--- src/rtl/seq_pkg.sv ---
// Shared encodings and defaults for the 11011 pattern generator.
// The state codes match the detector's present_state debug convention.
package seq_pkg;

  localparam int STATE_W = 3;
  localparam int SEQ_PATTERN_LEN = 5;
  localparam logic [SEQ_PATTERN_LEN-1:0] SEQ_PATTERN = 5'b11011;

  typedef enum logic [STATE_W-1:0] {
    ST_IDLE  = 3'd0,
    ST_LOAD  = 3'd1,
    ST_SHIFT = 3'd2,
    ST_GAP   = 3'd3,
    ST_DONE  = 3'd4
  } state_t;

endpackage

--- src/rtl/seq_shift_reg.sv ---
// Parallel-load, left-shift register exposing its MSB as the serial tap.
// Load takes priority over shift so a reload can coincide with the last shifted bit.
module seq_shift_reg #(
  parameter int WIDTH = 5
) (
  input  logic             i_clk,
  input  logic             i_clear,
  input  logic             i_load,
  input  logic             i_shift,
  input  logic [WIDTH-1:0] i_loadVal,
  output logic             o_msb
);

  logic [WIDTH-1:0] r_data;

  always_ff @(posedge i_clk) begin
    if (i_clear) begin
      r_data <= '0;
    end else if (i_load) begin
      r_data <= i_loadVal;
    end else if (i_shift) begin
      r_data <= r_data << 1;
    end
  end

  assign o_msb = r_data[WIDTH-1];

endmodule

--- src/rtl/seq_gen_11011_moore.sv ---
// Moore generator that sends PATTERN MSB-first in bursts of N repetitions,
// with an optional run of idle zero bits between repetitions.
module seq_gen_11011_moore
  import seq_pkg::*;
#(
  parameter int                     PATTERN_LEN = SEQ_PATTERN_LEN,
  parameter logic [PATTERN_LEN-1:0] PATTERN     = SEQ_PATTERN,
  parameter int                     REPEAT_W    = 4,
  parameter int                     GAP_BITS    = 2
) (
  input  logic                clk_pulse,
  input  logic                clear,
  input  logic                start,
  input  logic [REPEAT_W-1:0] repeat_cnt,
  output logic                out,
  output logic                valid,
  output logic                busy,
  output logic                done,
  output logic [STATE_W-1:0]  present_state,
  output logic [2:0]          bit_idx
);

  localparam int GAP_W = (GAP_BITS > 0) ? $clog2(GAP_BITS + 1) : 1;
  localparam logic [GAP_W-1:0] GAP_LAST = (GAP_BITS > 0) ? GAP_W'(GAP_BITS - 1) : '0;
  localparam logic [2:0] LAST_IDX = 3'(PATTERN_LEN - 1);

  state_t              r_state;
  logic [REPEAT_W-1:0] r_remaining;
  logic [GAP_W-1:0]    r_gapCnt;
  logic [2:0]          r_bitIdx;
  logic                r_valid;
  logic                r_busy;
  logic                r_done;

  logic w_lastBit;
  logic w_more;
  logic w_gapDone;
  logic w_load;
  logic w_shift;
  logic w_msb;

  assign w_lastBit = (r_bitIdx == LAST_IDX);
  assign w_more    = (r_remaining > REPEAT_W'(1));
  assign w_gapDone = (r_state == ST_GAP) && (r_gapCnt == GAP_LAST);
  // Back-to-back mode reloads on the final bit edge so no dead cycle appears.
  assign w_load    = (r_state == ST_LOAD) || w_gapDone ||
                     ((r_state == ST_SHIFT) && w_lastBit && w_more && (GAP_BITS == 0));
  assign w_shift   = (r_state == ST_SHIFT);

  seq_shift_reg #(
    .WIDTH(PATTERN_LEN)
  ) u_shreg (
    .i_clk    (clk_pulse),
    .i_clear  (clear),
    .i_load   (w_load),
    .i_shift  (w_shift),
    .i_loadVal(PATTERN),
    .o_msb    (w_msb)
  );

  always_ff @(posedge clk_pulse) begin
    if (clear) begin
      r_state     <= ST_IDLE;
      r_remaining <= '0;
      r_gapCnt    <= '0;
      r_bitIdx    <= '0;
      r_valid     <= 1'b0;
      r_busy      <= 1'b0;
      r_done      <= 1'b0;
    end else begin
      case (r_state)
        ST_IDLE: begin
          if (start) begin
            r_state <= ST_LOAD;
            r_busy  <= 1'b1;
          end
        end
        ST_LOAD: begin
          r_remaining <= (repeat_cnt == '0) ? REPEAT_W'(1) : repeat_cnt;
          r_bitIdx    <= '0;
          r_state     <= ST_SHIFT;
          r_valid     <= 1'b1;
        end
        ST_SHIFT: begin
          if (!w_lastBit) begin
            r_bitIdx <= r_bitIdx + 3'd1;
          end else if (w_more) begin
            r_remaining <= r_remaining - REPEAT_W'(1);
            if (GAP_BITS == 0) begin
              r_bitIdx <= '0;
            end else begin
              r_state  <= ST_GAP;
              r_valid  <= 1'b0;
              r_gapCnt <= '0;
            end
          end else begin
            r_state <= ST_DONE;
            r_valid <= 1'b0;
            r_done  <= 1'b1;
          end
        end
        ST_GAP: begin
          if (w_gapDone) begin
            r_bitIdx <= '0;
            r_state  <= ST_SHIFT;
            r_valid  <= 1'b1;
          end else begin
            r_gapCnt <= r_gapCnt + GAP_W'(1);
          end
        end
        ST_DONE: begin
          r_state <= ST_IDLE;
          r_done  <= 1'b0;
          r_busy  <= 1'b0;
        end
        default: begin
          r_state <= ST_IDLE;
          r_valid <= 1'b0;
          r_busy  <= 1'b0;
          r_done  <= 1'b0;
        end
      endcase
    end
  end

  assign out           = r_valid & w_msb;
  assign valid         = r_valid;
  assign busy          = r_busy;
  assign done          = r_done;
  assign present_state = r_state;
  assign bit_idx       = r_bitIdx;

endmodule

--- config.mk ---
export PLATFORM = sky130hd
export DESIGN_NAME = seq_gen_11011_moore
export DESIGN_NICKNAME = d
export VERILOG_FILES = /design/src/rtl/seq_pkg.sv /design/src/rtl/seq_shift_reg.sv /design/src/rtl/seq_gen_11011_moore.sv
export SDC_FILE = /design/constraint.sdc
export NUM_CORES = 1
export LEC_CHECK = 0
export CORE_MARGIN = 2
export CORE_UTILIZATION = 49
export CTS_BUF_LIST = sky130_fd_sc_hd__clkbuf_4 sky130_fd_sc_hd__clkbuf_8
export CTS_CLUSTER_SIZE = 14
export DETAILED_ROUTE_END_ITERATION = 12
export PLACE_DENSITY = 0.77
export SLEW_MARGIN = 10
export SYNTH_ARGS = -nofsm -noshare
export SYNTH_HDL_FRONTEND = slang
export SYNTH_SLANG_ARGS = --single-unit
--- constraint.sdc ---
create_clock -name clk_pulse -period 1.7 [get_ports clk_pulse]
set_clock_uncertainty 0.15 [all_clocks]
set_input_delay 0.255 -clock clk_pulse [delete_from_list [all_inputs] [get_ports clk_pulse]]
set_output_delay 0.255 -clock clk_pulse [all_outputs]
set_load 0.005 [all_outputs]
==> results of run 1 <==
-- power by group --
| group | switching [mW] | internal [mW] | total [mW] |
|---|---|---|---|
| Combinational | 0.178 | 0.181 | 0.358 |
| Clock | 0.160 | 0.238 | 0.399 |
| Sequential | 0.0457 | 0.514 | 0.559 |
| Total | 0.384 | 0.933 | 1.32 |
-- cells by family (layout without fill, tap and decap cells) --
group | Yosys count | in the layout | synth area share (%)
compound gates | 31 | 31 | 23.5
flops | 20 | 20 | 36.9
xor+xnor | 1 | 1 | 0.807
buf+inv | 14 | 44 | 5.30
simple gates | 53 | 53 | 26.8
fa+ha+maj | 5 | 5 | 5.76
mux | 1 | 1 | 0.922
-- critical path: stages (launching register included) --
cell	delay (ps)
dfxtp_2	340
inv_2	60
ha_2	180
and2_4	180
o31a_1	220
buf_6	130
o211ai_1	120
a31oi_1	240
-- area by class of cell --
class                      instances  area, um^2  share of cell area, %
multi-input combinational         91         684                   44.7
timing repair buffer              33         309                   20.2
tap                               28        35.0                   2.29
sequential                        20         419                   27.4
clock buffer                       3        22.5                   1.47
clock inverter                     1        30.0                   1.96
inverter                           7        31.3                   2.04
-- Yosys cell counts (all sizes together), types with 2 or more instances --
cell	number
buf	4
and2	3
a31oi	7
or3b	3
nor3	7
clkbuf	3
a2111oi	3
nand2	14
nor3b	2
nor4	2
o31a	2
ha	5
o31ai	2
inv	7
o21ai	2
dfxtp	20
nand2b	3
a21oi	7
nand3	5
nor2	9
-- registers in the layout, summed over array words and instances, names as in the netlist --
name            flops
u_shreg.r_data      5
r_remaining         4
bit_idx             3
present_state       3
r_gapCnt            2
busy                1
done                1
valid               1
-- worst max-delay path by stage --
stage / end / slack (ps)
after floorplan: r_gapCnt[0] / 20
after global placement: r_remaining[1] / 10
after detailed placement: present_state[0] / -60
after CTS: bit_idx[2] / 4
after global routing: r_remaining[2] / -80
final: r_remaining[2] / -10
-- stage by stage --
| step | area (um^2) | TNS (ps) | hold slack [ps] | total power [mW] |
|---|---|---|---|---|
| after global placement | 1380 | 0 | 295 | 0.872 |
| after detailed placement | 1380 | -134 | 299 | 0.881 |
| after global routing | 1530 | -92.0 | 354 | 1.38 |
| after CTS | 1450 | 0 | 317 | 1.28 |
| final | 1530 | -10.9 | 313 | 1.32 |
| after floorplan | 1090 | 0 | 184 | 0.743 |
-- layer usage --
metal,track usage [%],up-vias,part of all wire (%)
li1,-,519,-
met1,28.2,489,46
met2,35.7,30,48
met3,4.09,8,3.9
met4,10.8,0,2.1
met5,0,-,0
-- what timing repair did --
item / CTS / global route
setup endpoints to repair: 9 / 14
setup buffers: 0 / 1
gates cloned: 0 / 0
gates resized for setup: 11 / 22
pin swaps: 1 / 4
==> impl_metrics.json, run 1 <==
{
  "status": "complete, but fails checks",
  "violations": "setup timing",
  "tightest_slew_ps": 313,
  "rrSetupSlack_ps": -10,
  "layoutNonFillerInstCount": 183,
  "grtUsageTotal_pct": 22.1,
  "critPathCaptureType": "flip-flop",
  "gp_congestion": 0.928,
  "vias_per_cell": 5.72,
  "async_flop_share_pct": 0,
  "dieArea_mm2": 0.00261,
  "rows": 17,
  "wl_per_cell_um": 15.4,
  "cts-root-buf": "clkbuf_4",
  "crit_required_ps": 1780,
  "fmax_mhz": 585,
  "fin_util_pct": 71.3,
  "hp-start": "u_shreg.r_data[0]",
  "final_cell_mix": "nand2_1, clkdlybuf4s50_1, buf_4",
  "crit_fanout": 4,
  "initial_utilization_pct": 50.6,
  "finalNetCount": 168,
  "vias": 1046,
  "area_growth_pct": 41.0,
  "drv_cap": 0,
  "n_antenna_cell": 0,
  "wl_um": 2830,
  "synth_area_leaders": "dfxtp_1, ha_1, nand2_1, a2111oi_2, a31oi_1",
  "clock_latency_ps": 310,
  "yosys_register_bits": 20,
  "min_to": "u_shreg.r_data[0]",
  "io_buffer_count": 16,
  "finalWorstSetupSlack_ps": -10.9,
  "path_class": "flip-flop to flip-flop",
  "drv_slew": 0,
  "grt_pass1_vias": 992,
  "crit_start": "bit_idx[0]",
  "synth.largest_area_cell": "dfxtp_1",
  "syn_nets": 137,
  "cts_sinks": 20,
  "dp_cells": 178,
  "ctsLongestPathBuffers": 2,
  "critPathArrivalTime_ps": 1790,
  "finalCriticalPeriod_ps": 1710,
  "hold_viol_final": 0,
  "coreArea_mm2": 0.00215,
  "grt_pass1_wl_um": 4350,
  "clk_pin_slew_ps": 120,
  "initialDrtViolationCount": 31,
  "p_leak_nw": 0.589,
  "worst_r2r_path_depth": 7,
  "hold_depth": 2,
  "yosys_warnings": 0,
  "hp-class": "flip-flop to flip-flop",
  "netlist_area_mm2": 0.00109,
  "ant_nets": 0,
  "cts_tree": "done",
  "final_common_cell": "nand2_1",
  "firstDrtPassIters": 4,
  "grt_max_degree": 22,
  "cts_buffers": 3,
  "antenna_found_initial": 0,
  "die_y_um": 51.1,
  "netlist_instances": 125,
  "post-route-period-util_pct": 101,
  "p_per_area_mw_per_mm2": 860,
  "pin_count": 17,
  "ys.flop_type": "dfxtp_1",
  "place_ws_ps": -60.6,
  "cp-start-kind": "flip-flop",
  "vdd_drop_max_mv": 0.478,
  "grt_overflow": 0,
  "synth_seq_area_share_pct": 36.9,
  "drc_errors": 0,
  "slew_headroom_pct": 79.1,
  "rr_startpoint": "bit_idx[0]",
  "nFillCells": 158,
  "synth_top_area_share_pct": 36.9,
  "ctsHoldBuffers": 0,
  "htree_levels": 1,
  "drive_above_1_share_pct": 31.0,
  "die_w_um": 51.1,
  "synth_cell_type_count": 36,
  "timing.rr.end": "r_remaining[2]",
  "synth_edf_count": 0,
  "setup_viol": 1,
  "dp_hpwl_um": 1840,
  "avgSynthCellArea_um2": 8.69
}
No activity file was read; power rests on OpenSTA's default activity.
==> run 2, diff against run 1 <==
--- a/config.mk
+++ b/config.mk
@@ -10,6 +10,7 @@
 export CTS_BUF_LIST = sky130_fd_sc_hd__clkbuf_4 sky130_fd_sc_hd__clkbuf_8
 export CTS_CLUSTER_SIZE = 14
 export DETAILED_ROUTE_END_ITERATION = 12
+export GPL_TIMING_DRIVEN = 0
 export PLACE_DENSITY = 0.77
 export SLEW_MARGIN = 10
 export SYNTH_ARGS = -nofsm -noshare
==> impl_metrics.json, run 2 (synthesis results as in run 1) <==
{
  "p_leak_nw": 0.509,
  "gp_congestion": 0.896,
  "fin_area_mm2": 0.00146,
  "hp-class": "flip-flop to flip-flop",
  "drive_above_1_share_pct": 26.8,
  "firstDrtPassIters": 5,
  "coreArea_mm2": 0.00215,
  "max_flop_register": "u_shreg.r_data",
  "cts-root-buf": "clkbuf_4",
  "hold_viol_final": 0,
  "dp_hpwl_um": 1740,
  "met2_length_um": 1280,
  "place_area_mm2": 0.00128,
  "largestRegisters": "u_shreg.r_data x5, r_remaining x4",
  "top_layer": "met4",
  "drv_cap": 0,
  "ctsLongestPathBuffers": 2,
  "cts_buffers": 3,
  "die_y_um": 51.1,
  "pin_count": 17,
  "fmax_mhz": 595,
  "ant_nets": 0,
  "post-route-period-util_pct": 98.9,
  "slew_headroom_pct": 61.0,
  "cp-start-kind": "flip-flop",
  "clk_pin_slew_ps": 130,
  "die_w_um": 51.1,
  "crit_required_ps": 1740,
  "whs_ps": 325,
  "path_class": "flip-flop to flip-flop",
  "vdd_drop_max_mv": 0.551,
  "cts_tree": "done",
  "drv_slew": 0,
  "status": "finished clean",
  "rows": 17,
  "final_common_cell": "clkdlybuf4s50_1",
  "wl_um": 2620,
  "fin_util_pct": 67.7,
  "grt_pass1_vias": 873,
  "critPathArrivalTime_ps": 1720,
  "p_per_area_mw_per_mm2": 884,
  "rsz0062_at_grt": "yes",
  "n_antenna_cell": 0,
  "grt_overflow": 0,
  "dieArea_mm2": 0.00261,
  "largest_reg_flops": 5,
  "finalCriticalPeriod_ps": 1680,
  "grt_max_degree": 13,
  "critPathCaptureType": "flip-flop",
  "grtUsageTotal_pct": 21.2,
  "initial_utilization_pct": 50.6,
  "htree_levels": 1,
  "io_buffer_count": 16,
  "vias_per_cell": 5.94,
  "cts_sinks": 20,
  "vias": 1051,
  "wl_per_cell_um": 14.8,
  "crit_fanout": 4,
  "drc_errors": 0,
  "tightest_slew_ps": 585,
  "area_growth_pct": 34.0,
  "wl_met3_um": 118,
  "clock_latency_ps": 310,
  "final_cell_mix": "clkdlybuf4s50_1, nand2_1, dfxtp_1",
  "setup_viol": 0,
  "met1_length_um": 1130,
  "antenna_found_initial": 0,
  "finalNetCount": 162,
  "ctsHoldBuffers": 0,
  "initialDrtViolationCount": 14,
  "grt_pass1_wl_um": 4100
}
==> run 2: final cells by class <==
cell class	count	area, um^2
multi-input combinational	91	697
fill	175	693
timing repair buffer	20	193
buffer	7	33.8
sequential	20	413
clock inverter	1	30.0
clock buffer	3	22.5
inverter	7	31.3
tap	28	35.0
==> run 2: timing repair <==
action                                  4_1_cts  5_1_grt
pin swaps                                     5        2
gates cloned                                  0        0
endpoints found under the setup margin       10        8
buffers inserted                              3        1
gates resized for setup                      21       11
endpoints found under the hold margin         0        0
==> run 2: path summary, 6_finish.rpt <==
check                                       start           endpoint  cells after the start  slack (ps)
worst max-delay path                   bit_idx[0]   present_state[1]                      6          20
worst min-delay path            u_shreg.r_data[0]  u_shreg.r_data[0]                      2         330
worst max register to register         bit_idx[0]   present_state[1]                      6          20
worst min register to register  u_shreg.r_data[0]  u_shreg.r_data[0]                      2         330
==> run 2: layer usage <==
metal,global-route usage [%],vias to the layer above
met5,0,-
met4,11.3,0
met3,3.80,8
met2,32.7,30
met1,28.1,500
li1,-,513
==> run 2: stage by stage <==
stage / total power, mW / std cells / setup TNS [ps] / worst slack [ps]
after floorplan: 0.743 / 125 / 0 / 21.6
after global placement: 0.833 / 169 / -406 / -161
after detailed placement: 0.841 / 169 / -520 / -195
after CTS: 1.26 / 176 / 0 / 4.93
after global routing: 1.34 / 177 / -75.8 / -56.7
final: 1.29 / 177 / 0 / 18.4
==> run 2: critical path: stages, from the launching register on <==
cell     delay, ps
dfxtp_2        350
inv_2           70
ha_4           140
nand2_2         80
or4_1          500
a21oi_1        200
nor3_1          60
==> run 2: where the power goes <==
group	switching, mW	internal [mW]
Combinational	0.169	0.160
Sequential	0.0464	0.514
Clock	0.160	0.238
Total	0.375	0.912
